`config.mk`:
```
export PLATFORM = sky130hd
export DESIGN_NAME = uart_tx_arbiter_flat
export DESIGN_NICKNAME = d
export VERILOG_FILES = /design/src/rtl/uart_tx_arbiter_pkg.sv /design/src/rtl/uart_tx_arbiter_if.sv /design/src/rtl/uart_tx_arbiter_rr.sv /design/src/rtl/uart_tx_arbiter.sv /design/src/flat_wrapper.sv
export SDC_FILE = /design/constraint.sdc
export NUM_CORES = 1
export LEC_CHECK = 0
export ABC_CLOCK_PERIOD_IN_PS = 3200
export CAP_MARGIN = 20
export CORE_ASPECT_RATIO = 2
export CORE_MARGIN = 2
export CORE_UTILIZATION = 48
export DETAILED_ROUTE_END_ITERATION = 12
export GPL_TIMING_DRIVEN = 0
export PLACE_DENSITY = 0.89
export SLEW_MARGIN = 15
export SYNTH_ARGS = -nofsm -noshare
export SYNTH_HDL_FRONTEND = slang
export SYNTH_HIERARCHICAL = 1
export SYNTH_SLANG_ARGS = --single-unit
export TNS_END_PERCENT = 1
```
`constraint.sdc`:
```
create_clock -name clk_50M -period 3.2 [get_ports clk_50M]
set_input_delay 0.8 -clock clk_50M [delete_from_list [all_inputs] [get_ports clk_50M]]
set_output_delay 0.8 -clock clk_50M [all_outputs]
set_load 0.005 [all_outputs]
```
`src/rtl/uart_tx_arbiter_pkg.sv`:
```
// Shared constants and types for the UART transmit arbiter: serial timing
// derived from the 50 MHz clock, the FSM state type and a counter-width helper.
package uart_tx_arbiter_pkg;

   localparam int CLK_FREQ     = 50_000_000;
   localparam int BAUD         = 115_200;
   localparam int CLKS_PER_BIT = (CLK_FREQ + BAUD / 2) / BAUD;
   localparam int FRAME_CLKS   = 10 * CLKS_PER_BIT;

   // Two frames of margin, rounded down to a whole thousand clocks.
   localparam int DEF_TIMEOUT_CYCLES = ((2 * FRAME_CLKS) / 1000) * 1000;

   localparam int DATA_W = 8;
   localparam int ID_W   = 3;

   typedef enum logic [1:0] {
      ST_IDLE,
      ST_LAUNCH,
      ST_WAIT_DONE,
      ST_GAP
   } arb_state_t;

   function automatic int cnt_w(input int max_val);
      return (max_val < 1) ? 1 : $clog2(max_val + 1);
   endfunction

endpackage

```
`src/rtl/uart_tx_arbiter_if.sv`:
```
// Requester and transmitter handshake bundle shared between the arbiter
// (master side) and its environment (slave side).
interface uart_tx_arbiter_if #(
   parameter int NUM_REQ = 4
);
   import uart_tx_arbiter_pkg::*;

   logic [NUM_REQ-1:0]        req;
   logic [DATA_W*NUM_REQ-1:0] req_data;
   logic [NUM_REQ-1:0]        ack;
   logic [NUM_REQ-1:0]        done;
   logic                      tx_en;
   logic [DATA_W-1:0]         tx_data;
   logic                      tx_done;
   logic                      busy;
   logic [ID_W-1:0]           grant_id;
   logic                      timeout_err;

   modport master (
      input  req, req_data, tx_done,
      output ack, done, tx_en, tx_data, busy, grant_id, timeout_err
   );

   modport slave (
      output req, req_data, tx_done,
      input  ack, done, tx_en, tx_data, busy, grant_id, timeout_err
   );

endinterface

```
`src/rtl/uart_tx_arbiter_rr.sv`:
```
// Combinational round-robin selector: first asserted request at or above the
// pointer, wrapping around, plus a flag telling whether any request is set.
module rr_arbiter
   import uart_tx_arbiter_pkg::*;
#(
   parameter int NUM_REQ = 4
) (
   input  logic [NUM_REQ-1:0] req,
   input  logic [ID_W-1:0]    ptr,
   output logic [ID_W-1:0]    grant_idx,
   output logic               grant_vld
);

   logic [NUM_REQ-1:0] rot;
   int                 sum;

   // Rotate so bit 0 is the pointer position; descending scan leaves the
   // lowest rotated offset as the final winner.
   always_comb begin
      rot       = NUM_REQ'({req, req} >> ptr);
      grant_idx = '0;
      grant_vld = 1'b0;
      sum       = 0;
      for (int i = NUM_REQ - 1; i >= 0; i--) begin
         if (rot[i]) begin
            sum = int'(ptr) + i;
            if (sum >= NUM_REQ) sum = sum - NUM_REQ;
            grant_idx = ID_W'(sum);
            grant_vld = 1'b1;
         end
      end
   end

endmodule

```
`src/rtl/uart_tx_arbiter.sv`:
```
// Shares one uart_tx among NUM_REQ byte producers: round-robin grant, one-cycle
// launch, wait for tx_done rising edge, optional idle gap, and a frame watchdog.
module uart_tx_arbiter
   import uart_tx_arbiter_pkg::*;
#(
   parameter int NUM_REQ        = 4,
   parameter int GAP_CYCLES     = 0,
   parameter int TIMEOUT_CYCLES = DEF_TIMEOUT_CYCLES
) (
   input logic               clk_50M,
   input logic               rst,
   uart_tx_arbiter_if.master bus
);

   localparam int WD_W  = cnt_w(TIMEOUT_CYCLES);
   localparam int GAP_W = cnt_w(GAP_CYCLES);

   arb_state_t         state_q, state_d, after_frame;
   logic [ID_W-1:0]    ptr_q, ptr_d;
   logic [ID_W-1:0]    grant_q, grant_d;
   logic [ID_W-1:0]    rr_idx;
   logic               rr_vld;
   logic [NUM_REQ-1:0] grant_oh;
   logic [DATA_W-1:0]  tx_data_q, tx_data_d;
   logic [WD_W-1:0]    wd_q, wd_d;
   logic [GAP_W-1:0]   gap_q, gap_d;
   logic               tx_done_q;
   logic               timeout_q, timeout_d;
   logic               done_edge;
   logic               wd_expired;

   rr_arbiter #(
      .NUM_REQ (NUM_REQ)
   ) u_rr (
      .req       (bus.req),
      .ptr       (ptr_q),
      .grant_idx (rr_idx),
      .grant_vld (rr_vld)
   );

   assign grant_oh    = NUM_REQ'(1) << grant_q;
   assign done_edge   = bus.tx_done & ~tx_done_q;
   assign wd_expired  = (wd_q == WD_W'(TIMEOUT_CYCLES - 1));
   assign after_frame = (GAP_CYCLES > 0) ? ST_GAP : ST_IDLE;

   always_comb begin
      state_d     = state_q;
      ptr_d       = ptr_q;
      grant_d     = grant_q;
      tx_data_d   = tx_data_q;
      wd_d        = wd_q;
      gap_d       = gap_q;
      timeout_d   = timeout_q;
      bus.ack     = '0;
      bus.done    = '0;
      bus.tx_en   = 1'b0;
      case (state_q)
         ST_IDLE: begin
            if (rr_vld) begin
               grant_d = rr_idx;
               for (int i = 0; i < NUM_REQ; i++) begin
                  if (rr_idx == ID_W'(i)) tx_data_d = bus.req_data[i*DATA_W +: DATA_W];
               end
               state_d = ST_LAUNCH;
            end
         end
         ST_LAUNCH: begin
            bus.tx_en = 1'b1;
            bus.ack   = grant_oh;
            ptr_d     = (int'(grant_q) == NUM_REQ - 1) ? '0 : grant_q + 1'b1;
            wd_d      = '0;
            state_d   = ST_WAIT_DONE;
         end
         ST_WAIT_DONE: begin
            wd_d = wd_q + 1'b1;
            // A completion edge in the expiry cycle still counts as success.
            if (done_edge) begin
               bus.done = grant_oh;
               gap_d    = '0;
               state_d  = after_frame;
            end else if (wd_expired) begin
               timeout_d = 1'b1;
               gap_d     = '0;
               state_d   = after_frame;
            end
         end
         ST_GAP: begin
            if (gap_q == GAP_W'(GAP_CYCLES - 1)) begin
               state_d = ST_IDLE;
            end else begin
               gap_d = gap_q + 1'b1;
            end
         end
         default: state_d = ST_IDLE;
      endcase
   end

   always_ff @(posedge clk_50M or posedge rst) begin
      if (rst) begin
         state_q   <= ST_IDLE;
         ptr_q     <= '0;
         grant_q   <= '0;
         tx_data_q <= '0;
         wd_q      <= '0;
         gap_q     <= '0;
         tx_done_q <= 1'b0;
         timeout_q <= 1'b0;
      end else begin
         state_q   <= state_d;
         ptr_q     <= ptr_d;
         grant_q   <= grant_d;
         tx_data_q <= tx_data_d;
         wd_q      <= wd_d;
         gap_q     <= gap_d;
         tx_done_q <= bus.tx_done;
         timeout_q <= timeout_d;
      end
   end

   assign bus.tx_data     = tx_data_q;
   assign bus.grant_id    = grant_q;
   assign bus.busy        = (state_q != ST_IDLE);
   assign bus.timeout_err = timeout_q;

endmodule

```
`src/flat_wrapper.sv`:
```
// flat-port wrapper written by rule: the top's interface ports become plain ports
module uart_tx_arbiter_flat import uart_tx_arbiter_pkg::*;
#(
   parameter int NUM_REQ        = 4,
   parameter int GAP_CYCLES     = 0,
   parameter int TIMEOUT_CYCLES = DEF_TIMEOUT_CYCLES
)
  (clk_50M, rst, bus_req, bus_req_data, bus_tx_done, bus_ack, bus_done, bus_tx_en, bus_tx_data, bus_busy, bus_grant_id, bus_timeout_err);
  uart_tx_arbiter_if #(.NUM_REQ(NUM_REQ)) bus_i ();
  input logic clk_50M;
  input logic rst;
  input wire logic [$bits(bus_i.req)-1:0] bus_req;
  input wire logic [$bits(bus_i.req_data)-1:0] bus_req_data;
  input wire logic [$bits(bus_i.tx_done)-1:0] bus_tx_done;
  output wire logic [$bits(bus_i.ack)-1:0] bus_ack;
  output wire logic [$bits(bus_i.done)-1:0] bus_done;
  output wire logic [$bits(bus_i.tx_en)-1:0] bus_tx_en;
  output wire logic [$bits(bus_i.tx_data)-1:0] bus_tx_data;
  output wire logic [$bits(bus_i.busy)-1:0] bus_busy;
  output wire logic [$bits(bus_i.grant_id)-1:0] bus_grant_id;
  output wire logic [$bits(bus_i.timeout_err)-1:0] bus_timeout_err;
  assign bus_i.req = bus_req;
  assign bus_i.req_data = bus_req_data;
  assign bus_i.tx_done = bus_tx_done;
  assign bus_ack = bus_i.ack;
  assign bus_done = bus_i.done;
  assign bus_tx_en = bus_i.tx_en;
  assign bus_tx_data = bus_i.tx_data;
  assign bus_busy = bus_i.busy;
  assign bus_grant_id = bus_i.grant_id;
  assign bus_timeout_err = bus_i.timeout_err;
  uart_tx_arbiter #(.NUM_REQ(NUM_REQ), .GAP_CYCLES(GAP_CYCLES), .TIMEOUT_CYCLES(TIMEOUT_CYCLES)) u_core (.clk_50M(clk_50M), .rst(rst), .bus(bus_i));
endmodule
```
==> results.yml, run 1 <==
outcome:
  status: "completed"
power:
  p_leak_nw: 1.334
  combinationalPowerShare_pct: 55.1
  powerDensity_mw_per_mm2: 797.5
  p_switching_mw: 0.9493
  swShare_pct: 40.22
  seqPwrFrac_pct: 27.0
  p_total_mw: 2.360
  intPower_mw: 1.411
  ir_worst_vdd_uv: 507.2
  p_clk_share_pct: 18.0
timing:
  timing.final.crit_share_pct: 94.35
  rsz0062_at_grt: "false"
  hold_ws_ps: 479.1
  post-route-min-period_ps: 3019
  finalSetupViolCount: 0
  skew_ps: 2.544
  max_freq_mhz: 331.2
  tns_ps: 0
  maxSlewViolCount: 0
  relSlewSlack_pct: 59.46
  setup_slack_ps: 180.8
  worst_pin_slew_ps: 607.4
  final_hold_viol_count: 0
drt:
  drt_iter0_markers: 49
  dr.pass1.iters: 4
  viasPerCell: 5.746
  wl_um: 5484
  ant_nets: 0
  drt-wirelength-per-cell_um: 15.32
  routed-via-count: 2057
  drcViolationCount: 0
placement:
  placed_area_mm2: 0.002819
  placed_cells: 352
  portBuffers: 59
  place.gp.congestion: 0.8076
  dp_hpwl_um: 4142
  post-place-ws_ps: -311.1
final_layout:
  design_area_mm2: 0.002959
  final_cell_count_no_fill: 358
  n_antenna_cell: 0
  utilization_pct: 68.87
  final_nets: 352
  areaGrowthSynthToFinish_pct: 38.71
  layout-drive-gt1-share_pct: 10.86
logic_synthesis:
  async_reset_ff_share_pct: 100.0
  yosys-top-cells-area: "dfrtp_1 (38%), ha_1 (5.9%), a22oi_1 (5.6%)"
  syn-mean-instance-area_um2: 8.963
  synthFlopType: "dfrtp_1"
  synth_area_mm2: 0.002133
  seq_area_frac_synth_pct: 37.54
  syn_inst: 238
  synth_most_common_cell: "dfrtp_1"
  synth-seq-cells: 32
  netlist.area_leader.share_pct: 37.54
  synth_edf_count: 0
  synthTopCellsByCount: "dfrtp_1 (32), nand2_1 (19), a22oi_1 (16)"
  yosys_warnings: 6
  synth_top_area_cell: "dfrtp_1"
  netlist-cell-type-count: 50
  synthesis.nets: 287
floorplan:
  dieArea_mm2: 0.005026
  fp.coreArea_mm2: 0.004297
  initial_core_util_pct: 49.65
  die-height_um: 98.28
  fp.dieW_um: 51.14
  row_count: 34
  io_pins: 61
critical_path:
  cp_top_family: "buffers and inverters"
  path_buf_inv: 2
  ff2ff_setup_slack_ps: 180
  cp.required_ps: 3370
  rr_worst_depth: 11
  crit_slowest_cell: "clkdlybuf4s50_1"
  crit_chain: "clkdlybuf4s50_1 -> nor2b_2 -> a211oi_2 -> a21oi_1 -> or3_1 -> nand2_1 -> clkbuf_1 -> mux2_2"
  crit_type: "input port to flop"
  critical_path.max_stage_delay_ps: 530
  cp_num_cells: 8
  cp_max_fo: 10
  startpoint_type: "input port"
  crit_arrival_ps: 3190
  crit_path_end_kind: "flop"
min_path:
  hold_class: "flop to flop"
  hold_path_depth: 1
global_route:
  antenna_found_initial: 0
  grt_util_all_layers_pct: 22.78
  grt_pass1_wl_um: 8852
  grt_overflow: 0
  grt_max_degree: 21
  grt_pass1_vias: 1988
clock_tree:
  root_buffer: "clkbuf_8"
  clock_sinks: 32
  path_clk_slew_ps: 70
  cts_tree: "done"
  numCtsBuffers: 5
  cts_buffer_depth: 2
  postCtsSetupBuffers: 0
  hold_buffers: 0
  htreeDepth: 2
  clock_latency_ps: 280
run:
  drv_cap: 0
-- kinds of logic (layout without fill, tap and decap cells) --
logic type,after synthesis,after routing,synth area share (%)
AND/OR/NAND/NOR,82,82,21.94
AO/OA/AOI/OAI,75,75,24.63
flip-flops,32,32,37.54
buffers and inverters,29,95,5.454
adder cells (fa/ha/maj),10,10,5.865
multiplexers,5,5,2.756
XOR/XNOR,4,4,1.642
other,1,1,0.1758
-- placed cells by master (no fill, tap or decap), types with 4 or more instances in the layout --
| master | netlist | routed |
|---|---|---|
| ha_1 | 10 | 10 |
| nand3b_1 | 4 | 4 |
| nor3_1 | 7 | 6 |
| dfrtp_1 | 32 | 32 |
| nand2_1 | 19 | 19 |
| o211ai_1 | 4 | 4 |
| clkdlybuf4s50_1 | 0 | 55 |
| clkbuf_8 | 0 | 7 |
| buf_2 | 3 | 4 |
| clkbuf_1 | 7 | 4 |
| nor2b_1 | 4 | 4 |
| nor2_1 | 11 | 11 |
| inv_1 | 14 | 14 |
| a211oi_1 | 9 | 9 |
| a21oi_1 | 8 | 8 |
| and2_1 | 9 | 8 |
| xnor2_1 | 4 | 4 |
| nand3_1 | 7 | 7 |
| o21ai_0 | 15 | 15 |
| a22oi_1 | 16 | 16 |
| a21o_1 | 11 | 11 |
-- worst paths after layout --
path,from,to
max in group asynchronous,rst,u_core/ptr_q[0]$_DFFE_PP0P_
worst max register to register,u_core/ptr_q[0]$_DFFE_PP0P_,u_core/bus.tx_data[1]$_DFFE_PP0P_
worst min register to register,u_core/bus.tx_data[0]$_DFFE_PP0P_,u_core/bus.tx_data[0]$_DFFE_PP0P_
worst max-delay path,bus_req[0],u_core/bus.grant_id[0]$_DFFE_PP0P_
worst min-delay path,u_core/bus.tx_data[0]$_DFFE_PP0P_,u_core/bus.tx_data[0]$_DFFE_PP0P_
min in group asynchronous,rst,u_core/wd_q[9]$_DFFE_PP0P_
-- state kept, by name, indices dropped and copies added (netlist names) --
signal	cells
u_core/bus.tx_data	8
u_core/bus.grant_id	3
u_core/ptr_q	3
u_core/tx_done_q	1
u_core/gap_q	1
u_core/bus.timeout_err	1
u_core/wd_q	13
u_core/state_q	2
-- final cells by class --
type,instances,area (um^2)
fillers,339,1338
multi-input cells,177,1235
flip-flops and latches,32,800.8
repair buffers,60,616.8
clock buffers,7,96.34
well taps,54,67.56
plain buffers,12,56.30
inverters,15,56.30
clock inverters,1,30.03
-- per-layer routing --
| metal | up-vias | global-route usage (%) | routed length [um] |
|---|---|---|---|
| li1 | 987 | - | - |
| met1 | 991 | 24.18 | 2042 |
| met2 | 62 | 42.56 | 3066 |
| met3 | 17 | 3.058 | 178 |
| met4 | 0 | 9.771 | 197 |
| met5 | - | 0 | 0 |
-- power groups by stage --
stage / clock network (mW) / logic (mW) / registers [mW]
2_1_floorplan: 0 / 0.816 / 0.619
3_3_place_gp: 0 / 1.23 / 0.629
3_5_place_dp: 0 / 1.27 / 0.634
4_1_cts: 0.427 / 1.28 / 0.634
5_1_grt: 0.445 / 1.42 / 0.654
6_report: 0.424 / 1.30 / 0.636
-- repair_timing --
item | in CTS | in global routing
pin swaps | 2 | 2
endpoints found under the setup margin | 5 | 9
gates resized for setup | 7 | 6
Power figures use the tool's default switching activity.
==> inputs of run 2 (changes only) <==
- CORE_MARGIN: 2 -> 5
==> run 2 against run 1 <==
  * The flow now finishes with violations (negative setup slack)
  * Sequential cell count did not move
  * Design area fell by 0.59%
  * Sequential power rose by 0.8%
  * Via count rose by 1.6%
  * Setup slack got worse by 200 ps
  * Combinational power rose by 3%
  * First-iteration DRC count rose by 100%
  * Global-route usage fell by 2.4 points
  * Critical path depth fell by 3
  * Critical path type is now input port to output pin
==> results.yml, run 2 (same netlist as run 1, synthesis figures left out) <==
power:
  combinationalPowerShare_pct: 58.1
  powerDensity_mw_per_mm2: 784.2
  p_leak_nw: 1.325
  p_switching_mw: 0.9829
  ir_worst_vdd_uv: 569.0
  seqPwrFrac_pct: 27.8
  swShare_pct: 42.61
  p_clk_share_pct: 14.1
  intPower_mw: 1.324
placement:
  placed_cells: 352
  place.gp.congestion: 0.9963
  dp_hpwl_um: 4556
  post-place-ws_ps: -270.1
  portBuffers: 59
timing:
  worst_pin_slew_ps: 593.0
  timing.final.crit_share_pct: 100.7
  skew_ps: 9.079
  tns_ps: -23.67
  final_hold_viol_count: 0
  maxSlewViolCount: 0
  max_freq_mhz: 310.2
  setup_slack_ps: -23.67
  finalSetupViolCount: 1
  relSlewSlack_pct: 60.42
  hold_ws_ps: 471.8
  rsz0062_at_grt: "true"
  post-route-min-period_ps: 3224
final_layout:
  areaGrowthSynthToFinish_pct: 37.89
  top_register: "u_core/wd_q"
  final_cell_count_no_fill: 359
  largest_reg_flops: 13
  fillers: 340
  final_nets: 353
  final_cell_mix: "clkdlybuf4s50_1 (56), dfrtp_1 (32), nand2_1 (19)"
  n_antenna_cell: 0
  ff_latch_area_um2: 800.8
  utilization_pct: 67.79
  final_common_cell: "clkdlybuf4s50_1"
  layout-drive-gt1-share_pct: 11.48
  multi_input_area_mm2: 0.001242
drt:
  dr.pass1.iters: 4
  drcViolationCount: 0
  wl_um: 6012
  viasPerCell: 5.822
  ant_nets: 0
  drt-wirelength-per-cell_um: 16.75
  drt_iter0_markers: 98
  routed-via-count: 2090
floorplan:
  initial_core_util_pct: 49.16
  fp.dieW_um: 57.14
  io_pins: 61
  dieArea_mm2: 0.005959
  die-height_um: 104.3
  fp.coreArea_mm2: 0.004339
  row_count: 34
min_path:
  hold_end: "u_core/bus.timeout_err$_DFFE_PP0P_"
  hold_path_depth: 1
  hold_class: "flop to flop"
  holdCritStartpoint: "u_core/bus.timeout_err$_DFFE_PP0P_"
critical_path:
  r2r-end: "u_core/bus.tx_data[5]$_DFFE_PP0P_"
  crit_type: "input port to output pin"
  cp_max_fo: 5
  path_buf_inv: 2
  r2r_start: "u_core/ptr_q[0]$_DFFE_PP0P_"
  cp_common_cell: "clkdlybuf4s50_1"
  cp_top_family: "buffers and inverters"
  crit_arrival_ps: 2420
  rr_worst_depth: 12
  critical_path.max_stage_delay_ps: 500
  crit_slowest_cell: "clkdlybuf4s50_1"
  ff2ff_setup_slack_ps: 170
  crit_path_end_kind: "output pin"
  cp.required_ps: 2400
  crit_chain: "clkdlybuf4s50_1 -> or2b_4 -> nor3_4 -> and2_1 -> clkdlybuf4s50_1"
  startpoint_type: "input port"
clock_tree:
  numCtsBuffers: 5
  clock_latency_ps: 290
  path_clk_slew_ps: 60
  root_buffer: "clkbuf_8"
  htreeDepth: 2
  cts_tree: "done"
  clock_sinks: 32
  hold_buffers: 0
  cts_buffer_depth: 2
global_route:
  grt_overflow: 0
  grt_pass1_wl_um: 9597
  grt_util_all_layers_pct: 20.35
  grt_max_degree: 21
  antenna_found_initial: 0
  grt_pass1_vias: 2083
outcome:
  violations: "negative setup slack"
  status: "finished, violations left"
run:
  drv_cap: 0
-- run 2: cell type report --
class                           count  share of cell area [%]
Multi-Input combinational cell    177                   42.24
Sequential cell                    32                   27.22
Timing Repair Buffer               61                   21.27
Clock buffer                        6                   2.807
Tap cell                           54                   2.297
Buffer                             12                   1.914
Inverter                           15                   1.914
Clock inverter                      2                  0.3403
-- run 2: worst max path at each step --
stage,slack [ps],to,cells after the start,start
finish,-20,bus_done[0],5,bus_tx_done
global placement,-260,bus_done[1],5,bus_tx_done
global route,-70,bus_done[0],5,bus_tx_done
floorplan,560,u_core/bus.tx_data[0]$_DFFE_PP0P_,12,u_core/ptr_q[0]$_DFFE_PP0P_
detailed placement,-270,bus_done[0],5,bus_tx_done
CTS,-30,bus_done[0],5,bus_tx_done
-- run 2: stage by stage --
| stage | total power, mW | instance area (um^2) |
|---|---|---|
| finish | 2.307 | 2942 |
| detailed placement | 1.928 | 2819 |
| global placement | 1.870 | 2791 |
| CTS | 2.266 | 2922 |
| floorplan | 1.435 | 2133 |
| global route | 2.467 | 2942 |
-- run 2: metal layers --
| metal | track usage, % | share of wire (%) | up-vias |
|---|---|---|---|
| li1 | - | - | 993 |
| met1 | 20.49 | 35 | 1000 |
| met2 | 38.13 | 57 | 80 |
| met3 | 3.602 | 4.4 | 17 |
| met4 | 9.950 | 3.6 | 0 |
| met5 | 0 | 0 | - |
-- run 2: repair_timing --
item                                    4_1_cts  5_1_grt
resized for setup                             7        6
endpoints found under the hold margin         0        0
endpoints found under the setup margin       12       10
pin swaps                                     1        1
setup buffers                                 0        1
-- run 2: power groups by stage --
stage          logic [mW]  clock network, mW  registers [mW]
2_1_floorplan       0.816                  0           0.619
3_5_place_dp         1.29                  0           0.642
4_1_cts              1.30              0.334           0.637
5_1_grt              1.46              0.350           0.656
3_3_place_gp         1.24                  0           0.632
6_report             1.34              0.325           0.641
==> inputs of run 3 (changes only) <==
==> constraint.sdc (replaced) <==
create_clock -name clk_50M -period 3.2 [get_ports clk_50M]
set_input_delay 0.64 -clock clk_50M [delete_from_list [all_inputs] [get_ports clk_50M]]
set_output_delay 0.64 -clock clk_50M [all_outputs]
set_load 0.005 [all_outputs]
==> run 3 against run 2 <==
  * The run now ends clean
  * Critical path type is now flop to flop
  * Non-clock buffer count up 2
  * Critical path depth rose by 7
  * Combinational power about the same
  * Register-to-register slack worse by 20 ps
  * Total power rose by 1.1%
  * Design area is 0.34% higher
==> results.yml, run 3 (same netlist as run 1, synthesis figures left out) <==
drt:
  drt-wirelength-per-cell_um: 16.65
  routed-via-count: 2070
  dr.pass1.iters: 4
  drt_iter0_markers: 114
  drcViolationCount: 0
  ant_nets: 0
  wl_um: 6010
  viasPerCell: 5.734
floorplan:
  fp.dieW_um: 57.14
  die-height_um: 104.3
  initial_core_util_pct: 49.16
  io_pins: 61
  row_count: 34
  dieArea_mm2: 0.005959
  fp.coreArea_mm2: 0.004339
placement:
  placed_area_mm2: 0.002819
  dp_hpwl_um: 4556
  place.gp.congestion: 0.9963
  portBuffers: 59
  post-place-ws_ps: -79.11
global_route:
  grt_util_all_layers_pct: 20.35
  grt_overflow: 0
  grt_pass1_wl_um: 9584
  grt_max_degree: 21
  antenna_found_initial: 0
  grt_pass1_vias: 2053
clock_tree:
  cts_tree: "done"
  path_clk_slew_ps: 70
  root_buffer: "clkbuf_8"
  htreeDepth: 2
  cts_buffer_depth: 2
  hold_buffers: 0
  numCtsBuffers: 5
  clock_latency_ps: 280
  clock_sinks: 32
timing:
  worst_pin_slew_ps: 574.4
  maxSlewViolCount: 0
  post-route-min-period_ps: 3052
  setup_slack_ps: 148.2
  rsz0062_at_grt: "true"
  final_hold_viol_count: 0
  relSlewSlack_pct: 61.66
  finalSetupViolCount: 0
  tns_ps: 0
  timing.final.crit_share_pct: 95.37
  skew_ps: 6.733
  max_freq_mhz: 327.7
final_layout:
  design_area_mm2: 0.002952
  top_register: "u_core/wd_q"
  final_cell_mix: "clkdlybuf4s50_1 (59), dfrtp_1 (32), nand2_1 (19)"
  n_antenna_cell: 0
  final_nets: 355
  areaGrowthSynthToFinish_pct: 38.36
  final_common_cell: "clkdlybuf4s50_1"
  utilization_pct: 68.02
  layout-drive-gt1-share_pct: 11.73
  largest_reg_flops: 13
run:
  drv_cap: 0
critical_path:
  crit_arrival_ps: 3280
  cp_max_fo: 10
  cp.required_ps: 3430
  crit_path_end_kind: "flop"
  startpoint_type: "flop"
  crit_type: "flop to flop"
min_path:
  hold_class: "flop to flop"
power:
  p_leak_nw: 1.301
  powerDensity_mw_per_mm2: 790.0
  p_total_mw: 2.332
  ir_worst_vdd_uv: 637.3
outcome:
  status: "completed"
-- run 3: changes by cell type in the layout (fill, tap and decap cells not counted), sizes merged --
cell           delta
dlygate4sd2       -2
buf               +1
clkbuf            +1
dlymetal6s2s      -1
clkdlybuf4s50     +3
-- run 3: layout make-up --
cell class,instances,area (um^2)
timing repair buffer,62,633.1
tap,54,67.56
clock inverter,2,10.01
fill,340,1388
sequential,32,800.8
clock buffer,6,82.58
buffer,13,61.31
inverter,15,56.30
multi-input combinational,177,1240
-- run 3: final timing paths --
kind                                                     from                            endpoint  slack [ps]  depth (start not counted)
max                               u_core/ptr_q[0]$_DFFE_PP0P_   u_core/bus.tx_data[5]$_DFFE_PP0P_         150                         12
min                        u_core/bus.timeout_err$_DFFE_PP0P_  u_core/bus.timeout_err$_DFFE_PP0P_         470                          1
min in group asynchronous                                 rst   u_core/bus.tx_data[5]$_DFFE_PP0P_         710                          2
min reg2reg                u_core/bus.timeout_err$_DFFE_PP0P_  u_core/bus.timeout_err$_DFFE_PP0P_         470                          1
max reg2reg                       u_core/ptr_q[0]$_DFFE_PP0P_   u_core/bus.tx_data[5]$_DFFE_PP0P_         150                         12
max in group asynchronous                                 rst          u_core/wd_q[9]$_DFFE_PP0P_        1990                          3
-- run 3: through the flow --
stage | hold WS [ps] | std cells
3_3_place_gp | 459.1 | 351
2_1_floorplan | 466.3 | 238
4_1_cts | 477.9 | 360
6_report | 471.9 | 361
5_1_grt | 490.7 | 361
3_5_place_dp | 463.2 | 352
-- run 3: critical path, cell delays in order, from the launching register on --
cell and delay [ps]:
dfrtp_1 490, buf_2 270, inv_2 50, ha_1 450
inv_1 90, a311oi_1 330, o211ai_1 140, o211ai_1 210
and2_1 190, clkbuf_2 200, a22oi_1 110, a211oi_1 320
a21o_1 120
-- run 3: power by group --
group | internal (mW) | switching (mW)
clock network | 0.171 | 0.151
logic | 0.651 | 0.722
registers | 0.522 | 0.115
total | 1.34 | 0.988
-- run 3: repair_timing --
item	CTS	global route
hold endpoints to repair	0	0
gates resized for setup	3	5
setup buffers	0	2
pin swaps	0	1
setup endpoints to repair	12	12
-- run 3: layer usage --
metal  wire length (um)  share of wire (%)  vias up  global-route usage, %
met5                  0                  0        -                      0
met4                197                3.3        0                  9.287
met3                251                4.2       15                  3.602
met2               3410                 57       74                  38.30
met1               2151                 36      985                  20.64
li1                   -                  -      996                      -
